==> src/rtl/sr_bank_pkg.sv <==
// +-----------------------------------------------------------------------+
// | Module  : sr_bank_pkg                                                 |
// | Brief   : Shared encodings for the SR cell bank arbiter.              |
// |           Optional macro SR_TOGGLE_EN makes cmd 11 a JK-style toggle. |
// | Rev     : 1.0  initial release                                        |
// +-----------------------------------------------------------------------+
`default_nettype none

package sr_bank_pkg;

  localparam int NCELL_DEFAULT = 8;

  // Bit 1 of a command drives s, bit 0 drives r.
  localparam logic [1:0] CMD_NOP   = 2'b00;
  localparam logic [1:0] CMD_RESET = 2'b01;
  localparam logic [1:0] CMD_SET   = 2'b10;
  localparam logic [1:0] CMD_BOTH  = 2'b11;

  localparam logic [1:0] ST_IDLE  = 2'b00;
  localparam logic [1:0] ST_APPLY = 2'b01;
  localparam logic [1:0] ST_GAP   = 2'b10;

`ifdef SR_TOGGLE_EN
  localparam logic TOGGLE_EN = 1'b1;
`else
  localparam logic TOGGLE_EN = 1'b0;
`endif

  function automatic logic cmd_is_illegal(input logic [1:0] cmd);
    return (cmd == CMD_BOTH) && !TOGGLE_EN;
  endfunction

endpackage

`default_nettype wire

==> src/rtl/sr_bank_cell.sv <==
// +-----------------------------------------------------------------------+
// | Module  : sr_cell                                                     |
// | Brief   : One clocked SR flip-flop; s=r=1 holds, or toggles when      |
// |           SR_TOGGLE_EN is defined.                                    |
// | Rev     : 1.0  initial release                                        |
// +-----------------------------------------------------------------------+
`default_nettype none

module sr_cell (
  input  logic clk,
  input  logic rst,
  input  logic s,
  input  logic r,
  output logic q
);

  logic r_q;

  always_ff @(posedge clk) begin
    if (rst) begin
      r_q <= 1'b0;
    end else begin
      case ({s, r})
        2'b10:   r_q <= 1'b1;
        2'b01:   r_q <= 1'b0;
`ifdef SR_TOGGLE_EN
        2'b11:   r_q <= ~r_q;
`endif
        default: r_q <= r_q;
      endcase
    end
  end

  assign q = r_q;

endmodule

`default_nettype wire

==> src/rtl/sr_bank_arbiter.sv <==
// +-----------------------------------------------------------------------+
// | Module  : sr_bank_arbiter                                             |
// | Brief   : Round-robin two-port arbiter applying SR commands to a bank |
// |           of sr_cell instances; one command per three cycles.         |
// |           Optional macro SR_TOGGLE_EN makes cmd 11 a toggle.          |
// | Rev     : 1.0  initial release                                        |
// +-----------------------------------------------------------------------+
`default_nettype none

module sr_bank_arbiter
  import sr_bank_pkg::*;
#(
  parameter int NCELL = NCELL_DEFAULT,
  parameter int IDXW  = 3
) (
  input  logic            clk,
  input  logic            rst,
  input  logic            req_a,
  input  logic [1:0]      cmd_a,
  input  logic [IDXW-1:0] idx_a,
  input  logic            req_b,
  input  logic [1:0]      cmd_b,
  input  logic [IDXW-1:0] idx_b,
  output logic            gnt_a,
  output logic            gnt_b,
  output logic [NCELL-1:0] q,
  output logic            busy,
  output logic            err
);

  localparam logic [31:0] C_NCELL = NCELL;

  logic [1:0]      r_state;
  logic [1:0]      r_cmd;
  logic [IDXW-1:0] r_idx;
  logic            r_last_b;
  logic            r_gnt_a;
  logic            r_gnt_b;
  logic            r_err;

  logic            w_win_b;
  logic            w_idx_ok;
  logic            w_apply;
  logic [NCELL-1:0] w_s;
  logic [NCELL-1:0] w_r;

  // B wins only if A is absent or A was the previous winner.
  assign w_win_b  = req_b & (~req_a | ~r_last_b);
  assign w_idx_ok = ({{(32-IDXW){1'b0}}, r_idx} < C_NCELL);
  assign w_apply  = (r_state == ST_APPLY) & w_idx_ok;

  always_ff @(posedge clk) begin
    if (rst) begin
      r_state  <= ST_IDLE;
      r_cmd    <= CMD_NOP;
      r_idx    <= '0;
      r_last_b <= 1'b1;
      r_gnt_a  <= 1'b0;
      r_gnt_b  <= 1'b0;
      r_err    <= 1'b0;
    end else begin
      r_gnt_a <= 1'b0;
      r_gnt_b <= 1'b0;
      case (r_state)
        ST_IDLE: begin
          if (req_a | req_b) begin
            r_state  <= ST_APPLY;
            r_cmd    <= w_win_b ? cmd_b : cmd_a;
            r_idx    <= w_win_b ? idx_b : idx_a;
            r_last_b <= w_win_b;
            r_gnt_a  <= ~w_win_b;
            r_gnt_b  <= w_win_b;
          end
        end
        ST_APPLY: begin
          r_state <= ST_GAP;
          if (!w_idx_ok || cmd_is_illegal(r_cmd)) begin
            r_err <= 1'b1;
          end
        end
        ST_GAP:  r_state <= ST_IDLE;
        default: r_state <= ST_IDLE;
      endcase
    end
  end

  generate
    for (genvar i = 0; i < NCELL; i++) begin : g_cell
      logic w_hit;
      assign w_hit  = w_apply & (r_idx == IDXW'(i));
      assign w_s[i] = w_hit & r_cmd[1];
      assign w_r[i] = w_hit & r_cmd[0];

      sr_cell u_cell (
        .clk (clk),
        .rst (rst),
        .s   (w_s[i]),
        .r   (w_r[i]),
        .q   (q[i])
      );
    end
  endgenerate

  // A reset during APPLY withdraws the grant that cycle as well.
  assign gnt_a = r_gnt_a & ~rst;
  assign gnt_b = r_gnt_b & ~rst;
  assign busy  = (r_state != ST_IDLE);
  assign err   = r_err;

endmodule

`default_nettype wire

==> config.mk <==
export PLATFORM = sky130hd
export DESIGN_NAME = sr_bank_arbiter
export DESIGN_NICKNAME = d
export VERILOG_FILES = /design/src/rtl/sr_bank_pkg.sv /design/src/rtl/sr_bank_cell.sv /design/src/rtl/sr_bank_arbiter.sv
export SDC_FILE = /design/constraint.sdc
export NUM_CORES = 1
export LEC_CHECK = 0
export BUFFER_PORTS_ARGS = -buffer_cell sky130_fd_sc_hd__buf_4
export CORE_MARGIN = 8
export CORE_UTILIZATION = 40
export CTS_CLUSTER_DIAMETER = 120
export DETAILED_ROUTE_END_ITERATION = 12
export PLACE_DENSITY_LB_ADDON = 0.05
export SLEW_MARGIN = 10
export SYNTH_ARGS = -nofsm -noshare
export SYNTH_HDL_FRONTEND = slang
export SYNTH_SLANG_ARGS = --single-unit
==> constraint.sdc <==
create_clock -name clk -period 1.7 [get_ports clk]
set_input_delay 0.085 -clock clk [delete_from_list [all_inputs] [get_ports clk]]
set_output_delay 0.085 -clock clk [all_outputs]
set_load 0.01 [all_outputs]
# Word level (Yosys, flattened, before mapping)
# Index checks and enable logic that the tools add are counted.
# totals
register_bits,19
input_bits,14
output_inout_bits,12
word_cells,102
# op_classes
eq_ne,26
mux,12
bitwise,35
reduce_logical,14
# ops
operator,count
$and A1 B1 Y1,27
$eq A2 B1 Y1 const B,9
$eq A2 B2 Y1 const B,9
$reduce_bool A2 Y1,9
$pmux W1 S2,8
$eq A3 B3 Y1 const B,4
$eq A3 B2 Y1 const B,2
$not A1 Y1,6
$mux W2,2
$pmux W2 S2,1
$reduce_and A2 Y1,2
$eq A3 B1 Y1 const B,1
$logic_not A3 Y1,1
$mux W3,1
$reduce_or A3 Y1,1
$logic_not A2 Y1,1
$ne A2 B2 Y1 const B,1
$or A1 B1 Y1,2

# Logic depth before layout (Yosys ltp)
# depth
word_depth,5
mapped_depth,7
mapped_depth_nobuf,7

# By module
# From an unflattened synthesis, not the netlist that was laid out.
# hier_totals
cells_unflattened,121
hier_area_um2,1031.0
# by_module_without_submodules
module,n_inst,cells_per_inst,area_each_um2,seq_area_each_um2
sr_bank_arbiter,1,73,590.6,220.2
sr_cell,8,6,55.1,20.0

# Worst setup path after synthesis
# Ideal clock, no wire load.
# synth_path
path_type,reg2reg
start,reg r_state[0]
end,reg g_cell[0].u_cell.r_q
setup_ns,0.128
t_arrival_ns,1.366
required_time_ns,1.572
path_slack_ns,0.206
path_stages_with_launch,7
path_buffers,0
synth_period_minus_slack_ns,1.494
path_cell_list,dfxtp_1 -> nand2_1 -> or3_1 -> nor3_1 -> ha_1 -> a21oi_1 -> nor2_1
# synth_via
elab_chain_len,5
elab_cells_between_ends,8
cone_classes,eq/ne (3); mux (1); bitwise (3); reduce/logical (1)
# synth_lines
item,line,rtl
"start, declared",sr_bank_arbiter.sv:33,logic [1:0] r_state;
"start signal, assigned",sr_bank_arbiter.sv:54,r_state <= ST_IDLE;
"start signal, assigned",sr_bank_arbiter.sv:67,r_state <= ST_APPLY;
"start signal, assigned",sr_bank_arbiter.sv:76,r_state <= ST_GAP;
$eq A2 B1 Y1 (*),sr_bank_arbiter.sv:50,assign w_apply = (r_state == ST_APPLY) & w_idx_ok;
$and A1 B1 Y1 (*),sr_bank_arbiter.sv:90,assign w_hit = w_apply & (r_idx == IDXW'(i));
"$and A1 B1 Y1, on equally long branches","sr_bank_arbiter.sv:92, sr_bank_arbiter.sv:91",
$eq A2 B1 Y1 or $eq A2 B2 Y1 (tied branches),sr_bank_cell.sv:23,"case ({s, r})"
$pmux W1 S2 or $reduce_bool A2 Y1 (tied branches),n/a,
"end signal, assigned",sr_bank_cell.sv:29,default: r_q <= r_q;
"end, declared",sr_bank_cell.sv:17,logic r_q;
# Mark *: on every way between the ends. The rest lies on a longest branch, timed or not.
# A chain may end at the register's enable or synchronous reset.

# Worst setup path after layout
# layout_path
start,reg r_state[1]
end,reg g_cell[3].u_cell.r_q
# layout_via
elab_chain_len,5
elab_cells_between_ends,8
cone_classes,eq/ne (3); mux (1); bitwise (3); reduce/logical (1)
# layout_lines
item,line
$eq A2 B1 Y1 (*),sr_bank_arbiter.sv:50
$and A1 B1 Y1 (*),sr_bank_arbiter.sv:90
"$and A1 B1 Y1, on equally long branches","sr_bank_arbiter.sv:92, sr_bank_arbiter.sv:91"
$eq A2 B1 Y1 or $eq A2 B2 Y1 (tied branches),sr_bank_cell.sv:23
$pmux W1 S2 or $reduce_bool A2 Y1 (tied branches),n/a
"end signal, assigned",sr_bank_cell.sv:29
"end, declared",sr_bank_cell.sv:17
# Marked as above.

==> impl_metrics.toml <==
[run_status]
status = "finished clean"

[logic_synthesis]
syn-num-nets = 146
yosys_register_bits = 19
synth_ff_type = "dfxtp_1"
synth_area_um2 = 1030
ys_warn_count = 0
synth-edff-count = 0
synth_cell_type_count = 27
postSynth.asyncResetShare_pct = 0
postSynthAreaPerCell_um2 = 8.31
ys_seq_area_share_pct = 36.9
netlist_instances = 124

[sta]
slew_viol_final = 0
setup_violations = 0
period_needed_ns = 1.54
fin_tns_setup_ns = 0
timing.slew.headroom_pct = 69.3
hold_viol = 0
max_freq_mhz = 647
skew_ns = 0.00702
rsz0062_at_grt = "false"
fin_crit_sh_pct = 90.9
worst_pin_slew_ns = 0.457

[cells_and_area]
nets = 162
syn_to_final_growth_pct = 15.8
final_cell_mix = "25 x nor2_1, 25 x buf_4, 17 x dfxtp_1"
ff_latch_area_um2 = 383
num-fill-cells = 256
layout-drive-gt1-share_pct = 25.2
multi_input_area_um2 = 554
diodes = 0
finish.utilization_pct = 48.6

[cts]
postCtsSetupBuffers = 0
postCtsHoldBufs = 0
cts_tree = "yes"
clk_latency_ns = 0.29
numCtsBuffers = 3
cts.htree.levels = 1
clock-sinks = 19
clock_path_buffers = 2
cts_root_buf = "clkbuf_4"
clk_pin_slew_ns = 0.11

[pwr]
power_density_nw_per_um2 = 744
p_total_mw = 0.888
ir_worst_vdd_v = 0.000358
leakage_nw = 0.521

[setup_path]
crit_required_ns = 1.89
cp.arrival_ns = 1.73
path_class = "reg2reg"
start_kind = "flop"
critical_path.max_fanout = 5
crit_path_end_kind = "flop"

[floorplan]
fp.dieW_um = 66.8
chipHeight_um = 66.8
coreArea_um2 = 2450
die-area_um2 = 4460
start_util_pct = 42.0
ioPinCount = 26
rows = 18

[flow_run]
max_cap_violations = 0

[route]
highest_layer = "met4"
remaining_drc_errors = 0
wl_per_cell_um = 11.5
wl_met1_um = 882
routed_via_density = 5.03
vias = 850
dr_wl_met2_um = 929
drt_iter0_drc = 18
wl_um = 1950
routed-wl-met3_um = 117
first_pass_iters = 4
antenna_left = 0

[global_routing]
grt-ovfl-total = 0
grt_pass1_wl_um = 3510
grt_pass1_vias = 836
grt_max_degree = 22
antenna_found_initial = 0
grt_util_all_layers_pct = 9.85

[hold_path]
hp-class = "in2reg"

[place]
post-dp-hpwl_um = 1550
place.port_buffers = 25
gp_congestion = 0.804
## power by group
group | switching, mW | internal [mW] | total [mW]
clock | 0.137 | 0.0875 | 0.225
combinational | 0.0756 | 0.0806 | 0.156
sequential | 0.0322 | 0.475 | 0.507
total | 0.245 | 0.643 | 0.888
## per-stage QoR
stage | hold slack [ns] | cell area (um^2) | cells | worst slack (ns)
3_5_place_dp | 0.428 | 1160 | 165 | 0.0977
4_1_cts | 0.103 | 1190 | 169 | 0.0798
2_1_floorplan | 0.216 | 1030 | 124 | 0.206
6_report | 0.111 | 1190 | 169 | 0.156
3_3_place_gp | 0.420 | 1160 | 165 | 0.153
5_1_grt | 0.105 | 1190 | 169 | 0.0189
## cells in the mapped netlist (all sizes together), types with 2 or more instances
cell	count	area, um^2
nor2	26	100
dfxtp	19	380
a21oi	13	65.1
buf	10	82.6
nand2	9	33.8
ha	8	100
a211oi	5	37.5
mux2i	5	50.1
nor2b	5	31.3
clkbuf	4	15.0
nor3	3	15.0
a21boi	2	18.8
nand2b	2	12.5
nand3	2	10.0
nor3b	2	15.0
## sequential cells by signal, summed over array words and instances (netlist names)
register / flops
r_cmd: 2
r_state: 2
r_last_b: 1
r_gnt_a: 1
r_idx: 3
g_cell.u_cell.q: 8
r_gnt_b: 1
err: 1
## cell type report
class / count / share of cell area, %
Tap cell: 30 / 3.14
Inverter: 1 / 0.314
Multi-Input combinational cell: 90 / 46.4
Sequential cell: 19 / 32.1
Clock buffer: 3 / 1.89
Timing Repair Buffer: 25 / 15.7
Clock inverter: 1 / 0.419
## metal layers
layer	track usage [%]	up-vias
li1	-	444
met1	10.9	387
met2	16.5	17
met3	2.68	2
met4	5.60	0
met5	0	-
## critical path: stages, from the launching register on
cell     delay [ns]
dfxtp_1        0.36
nor2b_1        0.19
and3b_1        0.27
nand3_1        0.10
ha_1           0.31
nor2_1         0.05
a21oi_1        0.11
nor2_1         0.05
## cell families (layout without fill, tap and decap cells)
logic type / Yosys count / count (layout) / share of synthesized area, %
simple gates: 55 / 55 / 25.5
compound gates: 22 / 22 / 13.2
flops: 19 / 19 / 36.9
buf+inv: 15 / 30 / 9.83
fa+ha+maj: 8 / 8 / 9.71
mux: 5 / 5 / 4.85
## worst paths after layout
path / startpoint / to / slack (ns) / cells past startpoint
max: r_state[1]$_SDFFE_PP0P_ / g_cell[3].u_cell.q$_SDFFE_PP0P_ / 0.16 / 7
min: rst / r_cmd[0]$_SDFFE_PP0P_ / 0.11 / 2
max reg2reg: r_state[1]$_SDFFE_PP0P_ / g_cell[3].u_cell.q$_SDFFE_PP0P_ / 0.16 / 7
min reg2reg: err$_SDFFE_PP0P_ / err$_SDFFE_PP0P_ / 0.48 / 2
## timing repair
action	4_1_cts	5_1_grt
endpoints found under the setup margin	0	2
endpoints found under the hold margin	0	0
gates resized for setup	0	3
Power figures use the tool's default switching activity.
